## src/rtl/vga_timing_pkg.sv

```systemverilog
// Shared constants and helpers for the 800x600@72Hz VGA timing generator.
// Default raster geometry, coordinate/colour widths and the test-pattern bar decoder.
package vga_timing_pkg;

    localparam int unsigned H_VISIBLE_DEF = 800;
    localparam int unsigned H_FP_DEF      = 56;
    localparam int unsigned H_SYNC_DEF    = 120;
    localparam int unsigned H_BP_DEF      = 64;
    localparam int unsigned H_TOTAL_DEF   = H_VISIBLE_DEF + H_FP_DEF + H_SYNC_DEF + H_BP_DEF;

    localparam int unsigned V_VISIBLE_DEF = 600;
    localparam int unsigned V_FP_DEF      = 37;
    localparam int unsigned V_SYNC_DEF    = 6;
    localparam int unsigned V_BP_DEF      = 23;
    localparam int unsigned V_TOTAL_DEF   = V_VISIBLE_DEF + V_FP_DEF + V_SYNC_DEF + V_BP_DEF;

    localparam int unsigned COORD_W = 11;
    localparam int unsigned R_W     = 3;
    localparam int unsigned G_W     = 3;
    localparam int unsigned B_W     = 2;
    localparam int unsigned RGB_W   = R_W + G_W + B_W;

    // Eight 100-pixel bars; bar index bits select full-scale R, G and B.
    function automatic logic [RGB_W-1:0] bar_colour(input logic [9:0] x);
        logic [2:0] k;
        k = 3'(x / 10'd100);
        return {{3{k[2]}}, {3{k[1]}}, {2{k[0]}}};
    endfunction

endpackage

```

## src/rtl/vga_timing_if.sv

```systemverilog
// Bundle between the timing generator, the game logic and the VGA pins.
// TestPatternSel exists only when VGA_TEST_PATTERN_EN is defined.
interface vga_if;
    import vga_timing_pkg::*;

    logic [COORD_W-1:0] PixelX;
    logic [COORD_W-1:0] PixelY;
    logic               VideoOn;
    logic               FrameStart;
    logic [R_W-1:0]     RIn;
    logic [G_W-1:0]     GIn;
    logic [B_W-1:0]     BIn;
    logic               HSync;
    logic               VSync;
    logic [R_W-1:0]     ROut;
    logic [G_W-1:0]     GOut;
    logic [B_W-1:0]     BOut;
`ifdef VGA_TEST_PATTERN_EN
    logic               TestPatternSel;
`endif

    modport master (
        output PixelX, PixelY, VideoOn, FrameStart, HSync, VSync, ROut, GOut, BOut,
        input  RIn, GIn, BIn
`ifdef VGA_TEST_PATTERN_EN
        , input TestPatternSel
`endif
    );

    modport slave (
        input  PixelX, PixelY, VideoOn, FrameStart, HSync, VSync, ROut, GOut, BOut,
        output RIn, GIn, BIn
`ifdef VGA_TEST_PATTERN_EN
        , output TestPatternSel
`endif
    );

endinterface

```

## src/rtl/vga_delay_line.sv

```systemverilog
// Fixed-depth shift register with synchronous active-low clear to ResetVal.
// Depth 0 degenerates to a wire.
module vga_delay_line #(
    parameter int unsigned      Depth    = 1,
    parameter int unsigned      Width    = 1,
    parameter logic [Width-1:0] ResetVal = '0
) (
    input  logic             clk_i,
    input  logic             rst_ni,
    input  logic [Width-1:0] d_i,
    output logic [Width-1:0] q_o
);

    if (Depth == 0) begin : g_bypass
        assign q_o = d_i;
    end else begin : g_stages
        logic [Width-1:0] stage_q [Depth];
        logic [Width-1:0] stage_d [Depth];

        always_comb begin
            stage_d[0] = d_i;
            for (int i = 1; i < Depth; i++) begin
                stage_d[i] = stage_q[i-1];
            end
        end

        always_ff @(posedge clk_i) begin
            if (!rst_ni) begin
                for (int i = 0; i < Depth; i++) begin
                    stage_q[i] <= ResetVal;
                end
            end else begin
                stage_q <= stage_d;
            end
        end

        assign q_o = stage_q[Depth-1];
    end

endmodule

```

## src/rtl/vga_timing_gen.sv

```systemverilog
// VGA raster timing generator: counters, sync decode, colour realignment and blanking.
// Define VGA_TEST_PATTERN_EN to add the TestPatternSel colour-bar source.
module vga_timing_gen
    import vga_timing_pkg::*;
#(
    parameter int unsigned H_VISIBLE  = H_VISIBLE_DEF,
    parameter int unsigned H_FP       = H_FP_DEF,
    parameter int unsigned H_SYNC     = H_SYNC_DEF,
    parameter int unsigned H_BP       = H_BP_DEF,
    parameter int unsigned V_VISIBLE  = V_VISIBLE_DEF,
    parameter int unsigned V_FP       = V_FP_DEF,
    parameter int unsigned V_SYNC     = V_SYNC_DEF,
    parameter int unsigned V_BP       = V_BP_DEF,
    parameter bit          SYNC_POL   = 1'b1,
    parameter int unsigned PIPE_DELAY = 1
) (
    input  logic  uclk,
    input  logic  reset,
    vga_if.master bus
);

    localparam int unsigned H_TOTAL  = H_VISIBLE + H_FP + H_SYNC + H_BP;
    localparam int unsigned V_TOTAL  = V_VISIBLE + V_FP + V_SYNC + V_BP;
    localparam int unsigned HS_START = H_VISIBLE + H_FP;
    localparam int unsigned HS_END   = HS_START + H_SYNC;
    localparam int unsigned VS_START = V_VISIBLE + V_FP;
    localparam int unsigned VS_END   = VS_START + V_SYNC;

`ifdef VGA_TEST_PATTERN_EN
    localparam int unsigned DW = 3 + RGB_W;
`else
    localparam int unsigned DW = 3;
`endif
    // Delay stages reset to "blank, sync inactive" so reset never leaks a partial pulse.
    localparam logic [DW-1:0] DL_RESET = DW'({~SYNC_POL, ~SYNC_POL, 1'b0}) << (DW - 3);

    logic [COORD_W-1:0] hcnt_q, hcnt_d, vcnt_q, vcnt_d;
    logic hs_raw, vs_raw, vis_raw;
    logic [DW-1:0] dl_in, dl_out;
    logic hs_dl, vs_dl, vis_dl;
    logic [R_W-1:0] r_src, r_d, r_q;
    logic [G_W-1:0] g_src, g_d, g_q;
    logic [B_W-1:0] b_src, b_d, b_q;
    logic hsync_d, hsync_q, vsync_d, vsync_q;

    always_comb begin
        hcnt_d = hcnt_q + 1'b1;
        vcnt_d = vcnt_q;
        if (hcnt_q == COORD_W'(H_TOTAL - 1)) begin
            hcnt_d = '0;
            vcnt_d = (vcnt_q == COORD_W'(V_TOTAL - 1)) ? '0 : vcnt_q + 1'b1;
        end
    end

    assign hs_raw  = (hcnt_q >= COORD_W'(HS_START) && hcnt_q < COORD_W'(HS_END)) ?
                     SYNC_POL : ~SYNC_POL;
    assign vs_raw  = (vcnt_q >= COORD_W'(VS_START) && vcnt_q < COORD_W'(VS_END)) ?
                     SYNC_POL : ~SYNC_POL;
    assign vis_raw = (hcnt_q < COORD_W'(H_VISIBLE)) && (vcnt_q < COORD_W'(V_VISIBLE));

`ifdef VGA_TEST_PATTERN_EN
    assign dl_in = {hs_raw, vs_raw, vis_raw, bar_colour(hcnt_q[9:0])};
`else
    assign dl_in = {hs_raw, vs_raw, vis_raw};
`endif

    vga_delay_line #(
        .Depth    (PIPE_DELAY),
        .Width    (DW),
        .ResetVal (DL_RESET)
    ) u_delay (
        .clk_i  (uclk),
        .rst_ni (reset),
        .d_i    (dl_in),
        .q_o    (dl_out)
    );

    assign {hs_dl, vs_dl, vis_dl} = dl_out[DW-1 -: 3];

    always_comb begin
        {r_src, g_src, b_src} = {bus.RIn, bus.GIn, bus.BIn};
`ifdef VGA_TEST_PATTERN_EN
        if (bus.TestPatternSel) begin
            {r_src, g_src, b_src} = dl_out[RGB_W-1:0];
        end
`endif
        hsync_d = hs_dl;
        vsync_d = vs_dl;
        r_d     = vis_dl ? r_src : '0;
        g_d     = vis_dl ? g_src : '0;
        b_d     = vis_dl ? b_src : '0;
    end

    always_ff @(posedge uclk) begin
        if (!reset) begin
            hcnt_q  <= '0;
            vcnt_q  <= '0;
            hsync_q <= ~SYNC_POL;
            vsync_q <= ~SYNC_POL;
            r_q     <= '0;
            g_q     <= '0;
            b_q     <= '0;
        end else begin
            hcnt_q  <= hcnt_d;
            vcnt_q  <= vcnt_d;
            hsync_q <= hsync_d;
            vsync_q <= vsync_d;
            r_q     <= r_d;
            g_q     <= g_d;
            b_q     <= b_d;
        end
    end

    assign bus.PixelX     = hcnt_q;
    assign bus.PixelY     = vcnt_q;
    assign bus.VideoOn    = vis_raw;
    assign bus.FrameStart = reset && (hcnt_q == '0) && (vcnt_q == '0);
    assign bus.HSync      = hsync_q;
    assign bus.VSync      = vsync_q;
    assign bus.ROut       = r_q;
    assign bus.GOut       = g_q;
    assign bus.BOut       = b_q;

endmodule

```

## src/flat_wrapper.sv

```systemverilog
// flat-port wrapper written by rule: the top's interface ports become plain ports
module vga_timing_gen_flat import vga_timing_pkg::*;
#(
    parameter int unsigned H_VISIBLE  = H_VISIBLE_DEF,
    parameter int unsigned H_FP       = H_FP_DEF,
    parameter int unsigned H_SYNC     = H_SYNC_DEF,
    parameter int unsigned H_BP       = H_BP_DEF,
    parameter int unsigned V_VISIBLE  = V_VISIBLE_DEF,
    parameter int unsigned V_FP       = V_FP_DEF,
    parameter int unsigned V_SYNC     = V_SYNC_DEF,
    parameter int unsigned V_BP       = V_BP_DEF,
    parameter bit          SYNC_POL   = 1'b1,
    parameter int unsigned PIPE_DELAY = 1
)
  (uclk, reset, bus_PixelX, bus_PixelY, bus_VideoOn, bus_FrameStart, bus_HSync, bus_VSync, bus_ROut, bus_GOut, bus_BOut, bus_RIn, bus_GIn, bus_BIn);
  vga_if bus_i ();
  input  logic uclk;
  input  logic reset;
  output wire logic [$bits(bus_i.PixelX)-1:0] bus_PixelX;
  output wire logic [$bits(bus_i.PixelY)-1:0] bus_PixelY;
  output wire logic [$bits(bus_i.VideoOn)-1:0] bus_VideoOn;
  output wire logic [$bits(bus_i.FrameStart)-1:0] bus_FrameStart;
  output wire logic [$bits(bus_i.HSync)-1:0] bus_HSync;
  output wire logic [$bits(bus_i.VSync)-1:0] bus_VSync;
  output wire logic [$bits(bus_i.ROut)-1:0] bus_ROut;
  output wire logic [$bits(bus_i.GOut)-1:0] bus_GOut;
  output wire logic [$bits(bus_i.BOut)-1:0] bus_BOut;
  input wire logic [$bits(bus_i.RIn)-1:0] bus_RIn;
  input wire logic [$bits(bus_i.GIn)-1:0] bus_GIn;
  input wire logic [$bits(bus_i.BIn)-1:0] bus_BIn;
  assign bus_PixelX = bus_i.PixelX;
  assign bus_PixelY = bus_i.PixelY;
  assign bus_VideoOn = bus_i.VideoOn;
  assign bus_FrameStart = bus_i.FrameStart;
  assign bus_HSync = bus_i.HSync;
  assign bus_VSync = bus_i.VSync;
  assign bus_ROut = bus_i.ROut;
  assign bus_GOut = bus_i.GOut;
  assign bus_BOut = bus_i.BOut;
  assign bus_i.RIn = bus_RIn;
  assign bus_i.GIn = bus_GIn;
  assign bus_i.BIn = bus_BIn;
  vga_timing_gen #(.H_VISIBLE(H_VISIBLE), .H_FP(H_FP), .H_SYNC(H_SYNC), .H_BP(H_BP), .V_VISIBLE(V_VISIBLE), .V_FP(V_FP), .V_SYNC(V_SYNC), .V_BP(V_BP), .SYNC_POL(SYNC_POL), .PIPE_DELAY(PIPE_DELAY)) u_core (.uclk(uclk), .reset(reset), .bus(bus_i));
endmodule
```

## config.mk

```make
export PLATFORM = sky130hd
export DESIGN_NAME = vga_timing_gen_flat
export DESIGN_NICKNAME = d
export VERILOG_FILES = /design/src/rtl/vga_timing_pkg.sv /design/src/rtl/vga_timing_if.sv /design/src/rtl/vga_delay_line.sv /design/src/rtl/vga_timing_gen.sv /design/src/flat_wrapper.sv
export SDC_FILE = /design/constraint.sdc
export NUM_CORES = 1
export LEC_CHECK = 0
export BUFFER_PORTS_ARGS = -buffer_cell sky130_fd_sc_hd__clkbuf_2
export CORE_ASPECT_RATIO = 1.25
export CORE_UTILIZATION = 50
export CTS_CLUSTER_DIAMETER = 30
export CTS_CLUSTER_SIZE = 20
export DETAILED_ROUTE_END_ITERATION = 6
export PLACE_DENSITY = 0.77
export SYNTH_ARGS = -nofsm -noshare
export SYNTH_HDL_FRONTEND = slang
export SYNTH_SLANG_ARGS = --single-unit
export TNS_END_PERCENT = 100
```

## constraint.sdc

```tcl
create_clock -name uclk -period 2.5 [get_ports uclk]
set_input_delay 0.75 -clock uclk [delete_from_list [all_inputs] [get_ports uclk]]
set_output_delay 0.75 -clock uclk [all_outputs]
set_load 0.005 [all_outputs]
```

---- Word-level counts from Yosys, hierarchy flattened ----
Index checks and enable logic that the tools add are counted.
cells by class
  $add $sub $neg .......................... 2
  mux-type cells .......................... 3
  equal/unequal tests ..................... 2
  bitwise operators ....................... 1
  $lt $le $gt $ge ......................... 6
  reduce and logical (&&, ||, !) cells .... 9
operators with widths
  operator                                                                  number
  11-bit by 10-bit < comparator with 1-bit output (second input constant)   4
  11-bit by 1-bit adder with 11-bit output (second input constant)          2
  11-bit by 10-bit >= comparator with 1-bit output (second input constant)  2
  11-bit logical NOT                                                        2
  11-bit by 10-bit equality test with 1-bit output (second input constant)  1
  11-bit equality test (second input constant)                              1
  11-bit two-way mux                                                        1
  1-bit logical AND                                                         5
  1-bit two-way mux                                                         2
  2-bit AND reduction                                                       1
  2-bit OR reduction                                                        1
  1-bit inverter                                                            1
storage, ports and cells
  output and inout bits ................... 34
  register bits ........................... 35
  input bits .............................. 10

---- Longest topological paths before layout ----
Gate-level depths: netlist of the first run.
  depth after elaboration ................. 3
  mapped depth ............................ 6

---- By module ----
A second synthesis of the first run with hierarchy kept.
second synthesis, totals
  cells, all modules ...................... 171
  area, all modules ....................... 1557.7 um2
modules (own cells, without submodules)
  module          cells each  area an instance (um2)  times used  seq. area each (um2)
  vga_timing_gen  165         1478.9                  1           640.6
  vga_delay_line  6           78.8                    1           60.1

---- Least setup slack after synthesis of the first run ----
OpenSTA, ideal clock, no wires.
  path type ............................... reg2reg
  from .................................... register u_core.hcnt_q[5] (netlist: u_core.bus.PixelX[5])
  to ...................................... register u_core.vcnt_q[10] (netlist: u_core.bus.PixelY[10])
  stages on the path, launching flop included .. 7
  setup slack ............................. 315 ps
  clock period less this slack ............ 2185 ps
  arrival time ............................ 2112 ps
  data required time ...................... 2427 ps
  path through ............................ dfxtp_1 -> or4_1 -> clkbuf_2 -> or4_1 -> buf_2 -> or4_1 -> a21oi_1
between the ends
  longest elaborated chain between the ends .. 1
ends and longest elaborated chain
  what                    RTL line               text
  from (decl)             vga_timing_gen.sv:37   logic [COORD_W-1:0] hcnt_q, hcnt_d, vcnt_q, vcnt_d;
  from (signal assigned)  vga_timing_gen.sv:104  hcnt_q <= hcnt_d;
  11-bit equality test    vga_timing_gen.sv:49   if (hcnt_q == COORD_W'(H_TOTAL - 1)) begin
  to (signal assigned)    vga_timing_gen.sv:105  vcnt_q <= vcnt_d;
  to (decl)               vga_timing_gen.sv:37
No other way between the ends.
A chain may end at the register's enable or synchronous reset.

---- Final worst setup path of the first run ----
  from .................................... register u_core.hcnt_q[5] (netlist: u_core.bus.PixelX[5])
  to ...................................... output bus_FrameStart
between the ends
  longest elaborated chain between the ends .. 3
ends and longest elaborated chain
  what                             RTL line               text
  11-bit logical NOT               vga_timing_gen.sv:117  assign bus.FrameStart = reset && (hcnt_q == '0) && (vcnt_q == '0);
  1-bit logical AND (2 in series)  vga_timing_gen.sv:117
  to (decl)                        flat_wrapper.sv:22     output wire logic [$bits(bus_i.FrameStart)-1:0] bus_FrameStart;
No other way between the ends.

==> flow_metrics.py, run 1 <==
metrics = {
    "timing": {
        "maxSlewHeadroom_pct": 79.15,
        "period_needed_ps": 2431,
        "final-setup-viol-count": 0,
        "rsz0062_at_grt": "false",
        "hold_viol_final": 0,
        "clock.fmax_mhz": 411.3,
        "slew_viol_final": 0,
        "setup_tns_ps": 0,
        "fin_crit_sh_pct": 97.25,
        "tightestPinTransition_ps": 309.8,
        "clock_skew_ps": 8.576,
    },
    "final_layout": {
        "nFillCells": 280,
        "final_cell_mix": "clkbuf_2 (43), dfxtp_1 (32), nor2_1 (19)",
        "fin_cells": 259,
        "multiInputGateArea_um2": 779.5,
        "num_antenna_cells": 0,
        "nNetsFinal": 237,
        "syn_to_final_growth_pct": 23.75,
        "seq_area_um2": 704.4,
        "final_common_cell": "clkbuf_2",
        "drive_above_1_share_pct": 28.70,
    },
    "synth": {
        "synth_cells": 173,
        "seq_area_frac_synth_pct": 46.01,
        "yosys.area.top_type_share_pct": 46.01,
        "yosys-top-cells-area": "dfxtp_1 (46%), and3_1 (4.9%), nor2_1 (4.7%)",
        "synth_top_cell_by_area": "dfxtp_1",
        "ys.flop_type": "dfxtp_1",
        "ys_ff_latch": 35,
        "async_flop_share_pct": 0,
        "synth_nets": 188,
        "synth-edff-count": 0,
        "yosysWarnings": 0,
        "syn-mean-instance-area_um2": 8.802,
        "ys_types": 35,
        "synth_area_mm2": 0.001523,
    },
    "clock_network": {
        "clkSinkCount": 35,
        "clk_pin_slew_ps": 110,
        "clk_latency_ps": 340,
        "cts_made_buffers": 5,
        "clockRootBuffer": "clkbuf_4",
        "clk_path_buf_depth": 2,
        "htree_levels": 2,
        "post-cts-setup-buffers": 0,
        "cts_tree": "done",
    },
    "setup_path": {
        "slowest_stage": "or4_4",
        "critPathLaunch": "u_core.bus.PixelX[5]",
        "slowest_delay_ps": 570,
        "cp-end-kind": "output pin",
        "start_kind": "register",
        "cp.arrival_ps": 1680,
        "required_ps": 1750,
        "r2r-start": "u_core.bus.PixelX[5]",
        "critical_path_class": "reg2out",
        "cp_cell_sequence": "or4_4, nor4_4, clkbuf_2",
        "critPathMaxFanout": 8,
    },
    "power": {
        "combPwrFrac_pct": 5.4,
        "cellInternalPower_mw": 0.7012,
        "vdd_drop_max_v": 0.0003726,
        "p_leak_nw": 0.8187,
        "power.switching_mw": 0.2204,
        "p_sw_share_pct": 23.91,
        "pwr-share-seq_pct": 62.5,
        "powerDensity_mw_per_mm2": 489.1,
        "clkPwrFrac_pct": 32.1,
    },
    "grt": {
        "grt_pass1_vias": 1286,
        "grt_max_degree": 20,
        "grt_use_total_pct": 24.85,
        "grt_pass1_wl_um": 5975,
        "grt_overflow": 0,
        "antenna_found_initial": 0,
    },
    "placement": {
        "place.gp.congestion": 0.9231,
        "placed_cells": 251,
        "dp_hpwl_um": 2651,
        "io_buffers": 43,
    },
    "route": {
        "avgRoutedWirePerCell_um": 13.89,
        "viasPerCell": 5.544,
        "dr.pass1.iters": 4,
        "drc_errors": 0,
        "final_antenna_net_count": 0,
        "drtIter0Drc": 55,
        "num_vias": 1436,
        "drt_wl_total_um": 3597,
    },
    "floorplanning": {
        "row_count": 22,
        "die_h_um": 63.70,
        "die-area_mm2": 0.003272,
        "start_util_pct": 52.19,
        "io_pins": 44,
        "dieWidth_um": 51.36,
        "core_mm2": 0.002918,
    },
    "flow_run": {
        "cap_violations": 0,
    },
    "worst_hold_path": {
        "hold_class": "reg2reg",
        "hp-start": "u_core.u_delay.q_o[2]",
    },
    "outcome": {
        "status": "finished, final reports clean",
    },
}
## final timing paths
check / to / cells past startpoint / slack [ps]
setup / recovery: bus_FrameStart / 3 / 70
hold / removal: u_core.bus.HSync / 1 / 440
setup reg to reg: u_core.bus.PixelY[10] / 4 / 170
hold reg to reg: u_core.bus.HSync / 1 / 440
## power by group through the flow
stage	sequential [mW]	clock (mW)	combinational [mW]
final	0.576	0.296	0.0499
after detailed placement	0.589	0	0.0485
after global routing	0.578	0.337	0.0546
after CTS	0.576	0.305	0.0504
after floorplan	0.588	0	0.0210
after global placement	0.588	0	0.0467
## worst max-delay path, delay by kind of cell (launching register included)
| family | cells | cell delay (ps) |
|---|---|---|
| AND/OR/NAND/NOR | 2 | 810 |
| flip-flops | 1 | 380 |
| buffers and inverters | 1 | 150 |
## cell families (layout without fill, tap and decap cells)
group	after synthesis	in the layout	synth area share [%]
and+or+nand+nor	82	82	29.25
DFF	35	35	46.01
muxes	1	1	0.6574
adders and majority gates	5	5	4.108
AOI/OAI and AO/OA	21	21	8.628
xor gates and xnor gates	12	12	6.902
buffers and inverters	17	67	4.437
## sequential cells by signal (all words and copies together), names as in the netlist
signal / cells
u_core.bus.PixelY: 11
u_core.bus.VSync: 1
u_core.bus.BOut: 2
u_core.u_delay.q_o: 3
u_core.bus.GOut: 3
u_core.bus.ROut: 3
u_core.bus.PixelX: 11
u_core.bus.HSync: 1
## repair_timing
item | CTS | global route
setup endpoints to repair | 1 | 2
hold buffers | 0 | 0
pin swaps | 1 | 1
resized for setup | 4 | 3
## through the flow
step	power (mW)	setup WS (ps)	area, um^2	hold slack (ps)	util (%)
2_1_floorplan	0.6090	315.0	1523	411.9	-
3_3_place_gp	0.6347	98.32	1802	419.7	61.75
3_5_place_dp	0.6374	28.96	1802	416.9	61.75
4_1_cts	0.9320	23.94	1876	443.1	64.28
5_1_grt	0.9695	4.435	1884	485.4	64.58
6_report	0.9216	68.74	1884	442.8	64.58
## cell type report
class	count	area share, %
Tap cell	36	2.390
Inverter	9	1.793
Sequential cell	35	37.38
Clock buffer	6	2.191
Multi-Input combinational cell	121	41.37
Clock inverter	2	0.6640
Timing Repair Buffer	50	14.21
## cell usage after synthesis, drive strengths merged, types with 4 or more instances
library cell	instances
nor4	4
nand2	9
o21ai	5
clkbuf	6
nor3	5
ha	5
nand3	8
nand4	5
or3	4
or4	5
xor2	4
dfxtp	35
inv	9
xnor2	8
and3	12
a21oi	6
nor2	19
## per-layer routing
metal | share of wire, % | wire, um | vias to the layer above | global-route usage (%)
met5 | 0 | 0 | - | 0
met1 | 41 | 1471 | 657 | 28.89
met2 | 51 | 1844 | 61 | 40.10
met4 | 2.0 | 72 | 0 | 12.50
li1 | - | - | 707 | -
met3 | 5.8 | 209 | 11 | 7.729
(Power assumes the default switching activity.)
==> run 2, diff against run 1 <==
- CORE_ASPECT_RATIO: 1.25 -> unset
- GPL_ROUTABILITY_DRIVEN: unset -> 0
- HOLD_SLACK_MARGIN: unset -> 0.1
==> flow_metrics.py, run 2 (synthesized netlist as in run 1, its figures left out) <==
metrics = {
    "outcome": {
        "status": "complete, but fails checks",
        "violations": "design-rule violations",
    },
    "timing": {
        "setup_tns_ps": 0,
        "clock_skew_ps": 12.22,
        "period_needed_ps": 2430,
        "rsz0062_at_grt": "false",
        "final-setup-viol-count": 0,
        "tightestPinTransition_ps": 400.9,
        "slew_viol_final": 0,
        "fin_crit_sh_pct": 97.20,
        "clock.fmax_mhz": 411.5,
        "hold_viol_final": 0,
        "maxSlewHeadroom_pct": 73.02,
    },
    "worst_hold_path": {
        "whs_path_depth": 1,
        "hold_class": "reg2reg",
    },
    "clock_network": {
        "clk_pin_slew_ps": 110,
        "clockRootBuffer": "clkbuf_4",
        "cts_made_buffers": 5,
        "clk_latency_ps": 340,
        "clk_path_buf_depth": 2,
        "cts_tree": "done",
        "clkSinkCount": 35,
        "htree_levels": 2,
    },
    "setup_path": {
        "slowest_delay_ps": 580,
        "required_ps": 1750,
        "slowest_stage": "or4_4",
        "start_kind": "register",
        "critical_path_class": "reg2out",
        "cp-end-kind": "output pin",
        "cp.arrival_ps": 1680,
        "critPathMaxFanout": 6,
        "rr_worst_depth": 4,
        "path_buf_inv": 1,
        "path_depth": 3,
        "cp_cell_sequence": "or4_4, nor4_4, clkbuf_2",
        "cp_top_family": "simple AND/OR/NAND/NOR gates",
    },
    "floorplanning": {
        "io_pins": 44,
        "die-area_mm2": 0.003270,
        "dieWidth_um": 57.19,
        "die_h_um": 57.19,
        "row_count": 19,
        "start_util_pct": 53.83,
        "core_mm2": 0.002829,
    },
    "final_layout": {
        "syn_to_final_growth_pct": 23.91,
        "drive_above_1_share_pct": 28.57,
        "design_area_mm2": 0.001887,
        "final_common_cell": "clkbuf_2",
        "num_antenna_cells": 0,
        "nFillCells": 240,
        "nNetsFinal": 238,
        "final_cell_mix": "clkbuf_2 (43), dfxtp_1 (34), nor2_1 (19)",
    },
    "route": {
        "final_antenna_net_count": 0,
        "avgRoutedWirePerCell_um": 12.95,
        "drtIter0Drc": 66,
        "dr.pass1.iters": 6,
        "drt_wl_total_um": 3301,
        "drc_errors": 5,
        "num_vias": 1406,
        "viasPerCell": 5.514,
    },
    "flow_run": {
        "cap_violations": 0,
    },
    "grt": {
        "grt_pass1_wl_um": 5595,
        "grt_overflow": 0,
        "grt_use_total_pct": 21.96,
        "grt_max_degree": 20,
        "grt_pass1_vias": 1266,
        "antenna_found_initial": 0,
    },
    "power": {
        "p_leak_nw": 0.8221,
        "powerDensity_mw_per_mm2": 491.6,
        "vdd_drop_max_v": 0.0003613,
    },
    "placement": {
        "dpl-instance-area_mm2": 0.001803,
        "dp_hpwl_um": 2474,
        "io_buffers": 43,
    },
}
[run 2: cell types whose count changed in the layout (fill, tap and decap cells not counted), sizes merged]
cell	before	now
clkinvlp	1	2
buf	7	8
clkbuf	49	48
[run 2: layout make-up]
| cell class | count | area [um^2] | share of cell area [%] |
|---|---|---|---|
| Clock buffer | 5 | 37.54 | 1.989 |
| Clock inverter | 3 | 20.02 | 1.061 |
| Inverter | 9 | 33.78 | 1.790 |
| Multi-Input combinational cell | 121 | 779.5 | 41.31 |
| Sequential cell | 35 | 701.9 | 37.20 |
| Tap cell | 31 | 38.79 | 2.056 |
| Timing Repair Buffer | 51 | 275.3 | 14.59 |
[run 2: worst paths after layout]
path / start / slack [ps] / endpoint
setup reg to reg: u_core.bus.PixelX[8] / 290 / u_core.bus.PixelY[10]
hold reg to reg: u_core.u_delay.q_o[1] / 440 / u_core.bus.VSync
hold / removal: u_core.u_delay.q_o[1] / 440 / u_core.bus.VSync
setup / recovery: u_core.bus.PixelX[8] / 70 / bus_FrameStart
[run 2: through the flow]
step	utilization (%)	total power, mW	std cells	hold WS, ps	worst slack [ps]
after floorplan	-	0.6090	173	411.9	315.0
after global placement	63.73	0.6348	247	414.3	73.72
after detailed placement	63.73	0.6367	247	418.6	76.31
after CTS	66.12	0.9363	255	442.7	13.66
after global routing	66.70	0.9746	255	476.8	25.15
final	66.70	0.9275	255	440.2	70.09
[run 2: metal layers]
layer	routed length (um)	GRT usage (%)	vias to the layer above
met1	1426	26.56	636
met2	1591	37.14	51
met3	220	6.122	7
met4	63	8.362	0
li1	-	-	712
met5	0	0	-
[run 2: repair_timing]
action                     in CTS  in global routing
setup buffers                   0                  0
pin swaps                       1                  0
setup endpoints to repair       1                  1
hold buffers                    0                  0
gates resized for setup         2                  3
[run 2: where the power goes]
part           switching, mW  total (mW)  internal (mW)
sequential           0.00823       0.576          0.568
combinational         0.0237      0.0493         0.0256
clock                  0.195       0.302          0.107
total                  0.227       0.927          0.700
==> run 3, diff against run 2 <==
- ABC_AREA: unset -> 1
- PLACE_DENSITY: 0.77 -> 0.76
==> flow_metrics.py, run 3 <==
metrics = {
    "timing": {
        "clock_skew_ps": 9.493,
        "tightestPinTransition_ps": 400.5,
        "holdWs_ps": 421.9,
        "fin_crit_sh_pct": 94.31,
        "slew_viol_final": 0,
        "clock.fmax_mhz": 424.1,
        "setup_tns_ps": 0,
        "final-setup-viol-count": 0,
        "rsz0062_at_grt": "false",
        "period_needed_ps": 2358,
        "hold_viol_final": 0,
        "maxSlewHeadroom_pct": 73.27,
    },
    "power": {
        "combPwrFrac_pct": 5.7,
        "powerDensity_mw_per_mm2": 459.3,
        "p_leak_nw": 1.017,
        "vdd_drop_max_v": 0.0002916,
        "pwr-share-seq_pct": 61.2,
        "power.switching_mw": 0.2381,
        "clkPwrFrac_pct": 33.1,
        "cellInternalPower_mw": 0.6998,
        "p_sw_share_pct": 25.39,
    },
    "clock_network": {
        "cts_hold_buf": 0,
        "clk_path_buf_depth": 2,
        "clk_latency_ps": 340,
        "post-cts-setup-buffers": 0,
        "htree_levels": 2,
        "cts_tree": "done",
        "clk_pin_slew_ps": 110,
        "clkSinkCount": 35,
        "cts_made_buffers": 5,
        "cts_resized": 0,
        "clockRootBuffer": "clkbuf_4",
    },
    "floorplanning": {
        "die_h_um": 60.79,
        "io_pins": 44,
        "core_mm2": 0.003153,
        "dieWidth_um": 60.79,
        "start_util_pct": 54.80,
        "die-area_mm2": 0.003695,
        "row_count": 20,
    },
    "flow_run": {
        "cap_violations": 0,
    },
    "grt": {
        "antenna_found_initial": 0,
        "grt_use_total_pct": 21.42,
        "grt_max_degree": 13,
        "grt_pass1_vias": 1329,
        "grt_overflow": 0,
        "grt_pass1_wl_um": 5782,
    },
    "final_layout": {
        "nFillCells": 323,
        "fin_cells": 341,
        "syn_to_final_growth_pct": 18.18,
        "final_cell_mix": "nand2_1 (50), nor2_1 (48), clkbuf_2 (43)",
        "num_antenna_cells": 0,
        "drive_above_1_share_pct": 23.23,
        "multiInputGateArea_um2": 840.8,
        "final_common_cell": "nand2_1",
        "seq_area_um2": 700.7,
        "nNetsFinal": 311,
    },
    "synth": {
        "syn-mean-instance-area_um2": 6.967,
        "synth_cells": 248,
        "yosysWarnings": 0,
        "synth_top_cell_by_area": "dfxtp_1",
        "ys_types": 25,
        "ys_ff_latch": 35,
        "seq_area_frac_synth_pct": 40.55,
        "yosys.area.top_type_share_pct": 40.55,
        "synth_commonest_cells": "nand2_1 (50), nor2_1 (48), inv_1 (40)",
        "synth_nets": 263,
        "yosys-top-cells-area": "dfxtp_1 (41%), nand2_1 (11%), nor2_1 (10%)",
        "ys.flop_type": "dfxtp_1",
        "async_flop_share_pct": 0,
        "synth.most_common_cell": "nand2_1",
        "synth_area_mm2": 0.001728,
        "synth-edff-count": 0,
    },
    "outcome": {
        "status": "finished, final reports clean",
    },
    "route": {
        "drtIter0Drc": 75,
        "drt_wl_total_um": 3637,
        "avgRoutedWirePerCell_um": 10.67,
        "viasPerCell": 4.827,
        "dr.pass1.iters": 4,
        "final_antenna_net_count": 0,
        "num_vias": 1646,
        "drc_errors": 0,
    },
    "placement": {
        "placed_cells": 333,
        "io_buffers": 43,
        "dp_hpwl_um": 2722,
    },
    "worst_hold_path": {
        "hold_class": "reg2reg",
        "whs_path_depth": 2,
    },
    "setup_path": {
        "cp.arrival_ps": 1610,
        "cp-end-kind": "output pin",
        "rr_worst_depth": 8,
        "start_kind": "register",
        "critical_path_class": "reg2out",
        "required_ps": 1750,
        "critPathMaxFanout": 6,
    },
}
[run 3: cell count changes in the layout (fill, tap and decap cells not counted), sizes merged, moves of 3 or more]
cell   change
nor4       -3
nand3     +15
and3      -12
and2       -3
inv       +33
xnor2      -6
buf        -6
or4        -5
nand2     +44
o31ai      -3
nor2      +32
or3        -4
[run 3: final cells by class]
| class | count | area share [%] |
|---|---|---|
| multi-input combinational | 167 | 41.18 |
| sequential | 35 | 34.31 |
| timing repair buffer | 45 | 11.27 |
| inverter | 42 | 7.721 |
| tap | 44 | 2.696 |
| clock buffer | 5 | 1.838 |
| clock inverter | 3 | 0.9804 |
[run 3: critical path: stages, from the launching register on]
cell      delay, ps
dfxtp_1         380
nor2_1          170
nand3_1         110
or2_2           300
nor4_2          150
clkbuf_2        160
[run 3: worst paths after layout]
kind | slack (ps) | startpoint | endpoint
max | 140 | u_core.bus.PixelY[5] | bus_FrameStart
min | 420 | u_core.u_delay.q_o[1] | u_core.bus.VSync
max reg2reg | 740 | u_core.bus.PixelX[8] | u_core.bus.PixelY[0]
min reg2reg | 420 | u_core.u_delay.q_o[1] | u_core.bus.VSync
[run 3: per-stage QoR]
step	power [mW]	worst slack [ps]	cell area [um^2]	util (%)
floorplan	0.6172	285.7	1728	-
global placement	0.6383	163.0	1978	62.74
finish	0.9379	142.2	2042	64.76
detailed placement	0.6394	188.2	1978	62.74
global route	0.9830	14.09	2042	64.76
CTS	0.9461	98.20	2036	64.56
[run 3: power by group through the flow]
stage	sequential, mW	combinational (mW)	clock (mW)
6_report	0.574	0.0537	0.310
5_1_grt	0.576	0.0611	0.346
4_1_cts	0.574	0.0528	0.319
3_5_place_dp	0.587	0.0524	0
3_3_place_gp	0.586	0.0519	0
2_1_floorplan	0.587	0.0301	0
[run 3: cells by family (layout without fill, tap and decap cells)]
kind of cell	count (synthesis)	count (layout)	synth area share, %
compound gates	16	16	5.359
xor+xnor	6	6	3.041
fa+ha+maj	5	5	3.621
buf+inv	46	95	11.15
flops	35	35	40.55
simple gates	140	140	36.28
[run 3: routing by layer]
| metal | track usage [%] | part of all wire, % |
|---|---|---|
| met4 | 6.818 | 1.3 |
| met3 | 5.970 | 6.8 |
| met5 | 0 | 0 |
| met2 | 32.34 | 44 |
| met1 | 29.63 | 48 |
